`src/rtl/ep1_report_arbiter_if.sv`:
```
// ep1_report_arbiter_if: report-source, read-port and EP1 buffer signals of the EP1 report arbiter.
interface ep1_report_arbiter_if;
   logic [1:0] req;
   logic [1:0] gnt;
   logic [1:0] ack;
   logic [5:0] rd_addr;
   logic [7:0] rd_data0;
   logic [7:0] rd_data1;
   logic       ep1txd;
   logic       ep1tx;
   logic [5:0] ep1wraddr;
   logic [7:0] ep1wrdata;
   logic       ep1wr;
   logic       busy;
   modport slave (
      input  req, rd_data0, rd_data1, ep1txd,
      output gnt, ack, rd_addr, ep1tx, ep1wraddr, ep1wrdata, ep1wr, busy
   );
   modport master (
      output req, rd_data0, rd_data1, ep1txd,
      input  gnt, ack, rd_addr, ep1tx, ep1wraddr, ep1wrdata, ep1wr, busy
   );
endinterface

```
`src/rtl/ep1_report_arbiter.sv`:
```
// ep1_report_arbiter: on each EP1 IN completion, copies one pending HID report into the EP1 buffer.
module ep1_report_arbiter #(
   parameter int REPORT_LEN  = 8,
   parameter bit ROUND_ROBIN = 1
) (
   input logic                 clk,
   input logic                 rst,
   ep1_report_arbiter_if.slave bus
);
   typedef enum logic [1:0] {IDLE, FILL, COMMIT} state_t;
   localparam logic [6:0] LAST = 7'(REPORT_LEN);
   state_t     r_state, w_state;
   logic [6:0] r_cnt, w_cnt;
   logic       r_win, w_win, r_last, w_last, r_tog, w_tog, r_tx, w_tx;
   logic       r_old, r_init;
   logic       w_edge, w_pick, w_wr;
   // r_init masks the first cycle after reset so the initial ep1txd level is not taken as a toggle
   assign w_edge = r_init && (bus.ep1txd != r_old);
   assign w_pick = (bus.req == 2'b10) || (bus.req == 2'b11 && ROUND_ROBIN && !r_last);
   always_ff @(posedge clk or negedge rst) begin
      if (!rst) begin
         r_state <= IDLE;
         r_cnt   <= '0;
         r_win   <= 1'b0;
         r_last  <= 1'b1;
         r_tog   <= 1'b0;
         r_tx    <= 1'b0;
         r_old   <= 1'b0;
         r_init  <= 1'b0;
      end else begin
         r_state <= w_state;
         r_cnt   <= w_cnt;
         r_win   <= w_win;
         r_last  <= w_last;
         r_tog   <= w_tog;
         r_tx    <= w_tx;
         r_old   <= bus.ep1txd;
         r_init  <= 1'b1;
      end
   end
   always_comb begin
      w_state = r_state;
      w_cnt   = r_cnt;
      w_win   = r_win;
      w_last  = r_last;
      w_tx    = r_tx;
      w_tog   = r_tog || w_edge;
      if (r_state == IDLE && r_tog) begin
         w_tog = w_edge;
         w_tx  = 1'b0;
         if (|bus.req) begin
            w_state = FILL;
            w_cnt   = '0;
            w_win   = w_pick;
            w_last  = w_pick;
         end
      end else if (r_state == FILL) begin
         w_cnt = r_cnt + 7'd1;
         if (r_cnt == LAST) begin
            w_state = COMMIT;
            w_tx    = 1'b1;
         end
      end else if (r_state == COMMIT) begin
         w_state = IDLE;
      end
   end
   // fill cycle k reads byte k; the write of byte k lands one cycle later, when the ROM data is valid
   assign w_wr          = (r_state == FILL) && (r_cnt != '0);
   assign bus.ep1wr     = w_wr;
   assign bus.ep1wraddr = w_wr ? 6'(r_cnt - 7'd1) : '0;
   assign bus.ep1wrdata = w_wr ? (r_win ? bus.rd_data1 : bus.rd_data0) : '0;
   assign bus.rd_addr   = (r_state == FILL && r_cnt != LAST) ? r_cnt[5:0] : '0;
   assign bus.gnt       = (r_state == FILL) ? {r_win, !r_win} : 2'b00;
   assign bus.ack       = (r_state == COMMIT) ? {r_win, !r_win} : 2'b00;
   assign bus.ep1tx     = r_tx;
   assign bus.busy      = r_state != IDLE;
endmodule

```
`src/flat_wrapper.sv`:
```
// flat-port wrapper written by rule: the top's interface ports become plain ports
module ep1_report_arbiter_flat 
#(
   parameter int REPORT_LEN  = 8,
   parameter bit ROUND_ROBIN = 1
)
  (clk, rst, bus_req, bus_rd_data0, bus_rd_data1, bus_ep1txd, bus_gnt, bus_ack, bus_rd_addr, bus_ep1tx, bus_ep1wraddr, bus_ep1wrdata, bus_ep1wr, bus_busy);
  ep1_report_arbiter_if bus_i ();
  input logic clk;
  input logic rst;
  input wire logic [$bits(bus_i.req)-1:0] bus_req;
  input wire logic [$bits(bus_i.rd_data0)-1:0] bus_rd_data0;
  input wire logic [$bits(bus_i.rd_data1)-1:0] bus_rd_data1;
  input wire logic [$bits(bus_i.ep1txd)-1:0] bus_ep1txd;
  output wire logic [$bits(bus_i.gnt)-1:0] bus_gnt;
  output wire logic [$bits(bus_i.ack)-1:0] bus_ack;
  output wire logic [$bits(bus_i.rd_addr)-1:0] bus_rd_addr;
  output wire logic [$bits(bus_i.ep1tx)-1:0] bus_ep1tx;
  output wire logic [$bits(bus_i.ep1wraddr)-1:0] bus_ep1wraddr;
  output wire logic [$bits(bus_i.ep1wrdata)-1:0] bus_ep1wrdata;
  output wire logic [$bits(bus_i.ep1wr)-1:0] bus_ep1wr;
  output wire logic [$bits(bus_i.busy)-1:0] bus_busy;
  assign bus_i.req = bus_req;
  assign bus_i.rd_data0 = bus_rd_data0;
  assign bus_i.rd_data1 = bus_rd_data1;
  assign bus_i.ep1txd = bus_ep1txd;
  assign bus_gnt = bus_i.gnt;
  assign bus_ack = bus_i.ack;
  assign bus_rd_addr = bus_i.rd_addr;
  assign bus_ep1tx = bus_i.ep1tx;
  assign bus_ep1wraddr = bus_i.ep1wraddr;
  assign bus_ep1wrdata = bus_i.ep1wrdata;
  assign bus_ep1wr = bus_i.ep1wr;
  assign bus_busy = bus_i.busy;
  ep1_report_arbiter #(.REPORT_LEN(REPORT_LEN), .ROUND_ROBIN(ROUND_ROBIN)) u_core (.clk(clk), .rst(rst), .bus(bus_i));
endmodule
```
`config.mk`:
```
export PLATFORM = sky130hd
export DESIGN_NAME = ep1_report_arbiter_flat
export DESIGN_NICKNAME = d
export VERILOG_FILES = /design/src/rtl/ep1_report_arbiter_if.sv /design/src/rtl/ep1_report_arbiter.sv /design/src/flat_wrapper.sv
export SDC_FILE = /design/constraint.sdc
export NUM_CORES = 1
export LEC_CHECK = 0
export CAP_MARGIN = 0
export CORE_AREA = 2 2 45 78
export CTS_BUF_LIST = sky130_fd_sc_hd__clkbuf_16
export DETAILED_ROUTE_END_ITERATION = 8
export DIE_AREA = 0 0 47 80
export GPL_TIMING_DRIVEN = 0
export HOLD_SLACK_MARGIN = 0.1
export PLACE_DENSITY = 0.77
export RECOVER_POWER = 100
export SLEW_MARGIN = 20
export SYNTH_ARGS = -nofsm -noshare
export SYNTH_HDL_FRONTEND = slang
export SYNTH_SLANG_ARGS = --single-unit
export TNS_END_PERCENT = 50
```
`constraint.sdc`:
```
create_clock -name clk -period 1.55 [get_ports clk]
set_input_delay 0.155 -clock clk [delete_from_list [all_inputs] [get_ports clk]]
set_output_delay 0.155 -clock clk [all_outputs]
set_load 0.03 [all_outputs]
```
==> out/qor.yml <==
floorplanning:
  io_pins: 48
  die_w_um: 47
  dieArea_um2: 3760
  fp-row-count: 27
  dieHeight_um: 80
  initial_core_util: 0.363
  core_area_um2: 3110
min_path:
  hold_path_class: "in -> async"
route:
  m1WireLength_mm: 1.16
  postRouteAntennaNets: 0
  wl_met3_um: 221
  wl_mm: 3.63
  drtIter0Drc: 20
  vias: 1182
  via_per_inst: 5.18
  drc_errors: 0
  wl_per_cell_um: 15.9
  met2WireLength_mm: 2.07
  top_layer: "met4"
  first_pass_iters: 4
grt:
  grt_pass1_vias: 1219
  grtUsageTotal: 0.205
  grt_first_pass_wirelength_mm: 5.43
  grt_max_degree: 16
  antenna_found_initial: 0
  grt_overflow_total: 0
placed_design:
  postPlaceCellArea_um2: 1660
  place_congestion: 0.765
  dp_hpwl_mm: 2.45
  dp_cells: 214
  io_buffers: 47
flow_run:
  drv_cap: 0
synthesis:
  synth-compound-area-share: 0.157
  ys_warn_count: 0
  ys_types: 42
  synth.top_cells.by_area: "dfrtp_1 31%, mux2i_1 9.8%, ha_1 6.7%"
  syn_area_um2: 1130
  synth_top_area_share: 0.310
  muxShareOfSynthArea: 0.0976
  syn-mean-instance-area_um2: 9.10
  syn_nets: 151
  synth_xor_xnor_area_share: 0.0310
  ys_seq_elements: 15
  synth-seq-area-share: 0.334
  syn_inst: 124
  synth_top_family_by_area: "simple AND/OR/NAND/NOR gates"
  yosys.area_share.adder: 0.0665
  synth_top_area_cell: "dfrtp_1"
  synthSimpleGateAreaFrac: 0.232
finish:
  syn2layout_area_growth_pct: 70.6
  instances_no_fill: 228
  design_area_um2: 1930
  diodes: 0
  nets: 213
  fillers: 268
  layout-drive-gt1-share: 0.416
timing:
  max_freq_mhz: 483
  fin_crit_ns: 2.07
  setup_ws_ns: -0.519
  tightest_slew_ns: 0.679
  hold_viol_final: 0
  fin_crit_sh: 1.33
  rsz0062_at_grt: "yes"
  fin_skew_ns: 0.000882
  drv_slew: 0
  finalSetupViolations: 28
  relSlewSlack: 0.546
power_and_ir_drop:
  powerDensity_nw_per_um2: 1890
  p_leak_nw: 0.894
  power_mw: 3.63
  vdd_drop_max_v: 0.00118
run_status:
  violations: "negative setup slack"
  status: "finished, violations left"
worst_setup_path:
  timing.rr.start: "u_core.r_state[0]$_DFFE_PN0P_"
  cp.required_ns: 1.39
  r2r_setup_slack_ns: -0.43
  worstPathMaxFanout: 5
  critPathCaptureType: "primary output"
  cp.arrival_ns: 1.91
  r2r-end: "u_core.r_cnt[5]$_DFFE_PN0P_"
  ff2ff_path_depth: 6
  critical_path.startpoint_type: "flip-flop"
  path_class: "reg -> out"
clocking:
  cts_sinks: 15
  cts_tree: "done"
  clkTransAtPathRegs_ns: 0.05
  cts_max_path_buffers: 2
  cts-root-buf: "clkbuf_16"
  htree_levels: 1
  clk_latency_ns: 0.25
  cts_buffers: 3
worst max-delay path: stages (launching register included):
cell and delay (ns):
dfrtp_2 0.42, inv_2 0.08, ha_4 0.12, or4b_4 0.46, o21ai_4 0.22, buf_6 0.15
nor2_1 0.04, buf_4 0.16
where the power goes:
part	internal (mW)	switching, mW	total (mW)
clock	0.341	0.156	0.497
sequential	0.510	0.0897	0.600
combinational	1.15	1.39	2.54
total	2.00	1.63	3.63
registers in the layout (all words and copies together), names as in the netlist:
name,flops
u_core.r_tog,1
u_core.r_init,1
u_core.r_state,2
u_core.r_old,1
u_core.r_win,1
u_core.bus.ep1tx,1
u_core.r_last,1
u_core.r_cnt,7
logic make-up after synthesis:
group | Yosys count
other | 1
flip-flops | 15
XOR/XNOR | 4
adder cells (fa/ha/maj) | 6
AND/OR/NAND/NOR | 47
buffers and inverters | 17
multiplexers | 11
AO/OA/AOI/OAI | 23
cell usage in the layout, fill, tap and decap left out, types with 4 or more instances in the layout:
cell | Yosys | final
clkdlybuf4s50_1 | 0 | 19
nand2_1 | 7 | 7
nor2_1 | 13 | 7
inv_2 | 0 | 4
buf_4 | 2 | 22
ha_1 | 6 | 4
inv_1 | 8 | 5
and2_1 | 7 | 7
nor2_4 | 0 | 4
mux2i_1 | 11 | 11
dfrtp_1 | 14 | 12
nand3_1 | 5 | 5
buf_6 | 2 | 12
per-stage QoR:
stage | util | setup TNS [ns] | hold WS, ns | setup WS (ns)
CTS | 0.602 | -9.15 | 0.334 | -0.524
global route | 0.620 | -13.83 | 0.443 | -0.591
detailed placement | 0.534 | -19.66 | 0.456 | -0.927
finish | 0.620 | -11.50 | 0.392 | -0.519
floorplan | - | -2.90 | -0.141 | -0.203
global placement | 0.534 | -18.02 | 0.437 | -0.965
worst max-delay path by stage:
stage,slack (ns),start,cells past startpoint,end
floorplan,-0.20,u_core.r_cnt[0]$_DFFE_PN0P_,3,bus_ep1wraddr[5]
detailed placement,-0.93,u_core.r_cnt[0]$_DFFE_PN0P_,6,bus_rd_addr[1]
global route,-0.59,u_core.r_cnt[0]$_DFFE_PN0P_,7,bus_ep1wrdata[5]
CTS,-0.52,u_core.r_cnt[1]$_DFFE_PN0P_,7,bus_ep1wrdata[6]
finish,-0.52,u_core.r_cnt[0]$_DFFE_PN0P_,7,bus_ep1wrdata[3]
global placement,-0.97,u_core.r_cnt[0]$_DFFE_PN0P_,6,bus_rd_addr[3]
cells in the mapped netlist:
library cell  count
or2_2             1
o211ai_1          2
nand3_1           5
nor2_1           13
a21bo_2           1
o21ai_4           1
nand4_1           3
o41ai_1           1
or4_4             1
nor2b_1           3
nor3b_1           1
o21ai_0           3
a31oi_1           2
dfrtp_1          14
xor2_1            2
nand2_1           7
clkbuf_1          3
and2_2            1
and2_1            7
or4b_4            1
nand2b_1          1
conb_1            1
o31ai_1           2
or4_1             1
o2111ai_1         1
a21oi_1           4
buf_2             1
or3_4             1
buf_6             2
ha_1              6
dfstp_2           1
mux2i_1          11
buf_4             2
a21o_1            1
nor4b_1           1
a21bo_4           1
xnor2_1           2
o311ai_0          1
a21boi_0          2
a2bb2oi_1         1
inv_1             8
clkbuf_2          1
timing repair:
action	CTS	global route
setup endpoints to repair	36	34
gates resized for setup	179	16
buffers inserted	8	1
pin swaps	5	6
cloned	1	0
hold buffers	0	0
final cells by class:
class | count | area, µm² | share of cell area
Multi-Input combinational cell | 92 | 772 | 0.401
Timing Repair Buffer | 57 | 534 | 0.277
Sequential cell | 15 | 379 | 0.197
Buffer | 9 | 77.6 | 0.0403
Clock buffer | 3 | 75.1 | 0.0390
Tap cell | 43 | 53.8 | 0.0279
Inverter | 8 | 30.0 | 0.0156
Clock inverter | 1 | 3.75 | 0.00195
routing by layer:
| metal | GRT usage | up-vias |
|---|---|---|
| met5 | 0 | - |
| met4 | 0.153 | 0 |
| met3 | 0.0181 | 15 |
| met2 | 0.378 | 54 |
| met1 | 0.185 | 561 |
| li1 | - | 552 |
No activity file was read; power rests on OpenSTA's default activity.
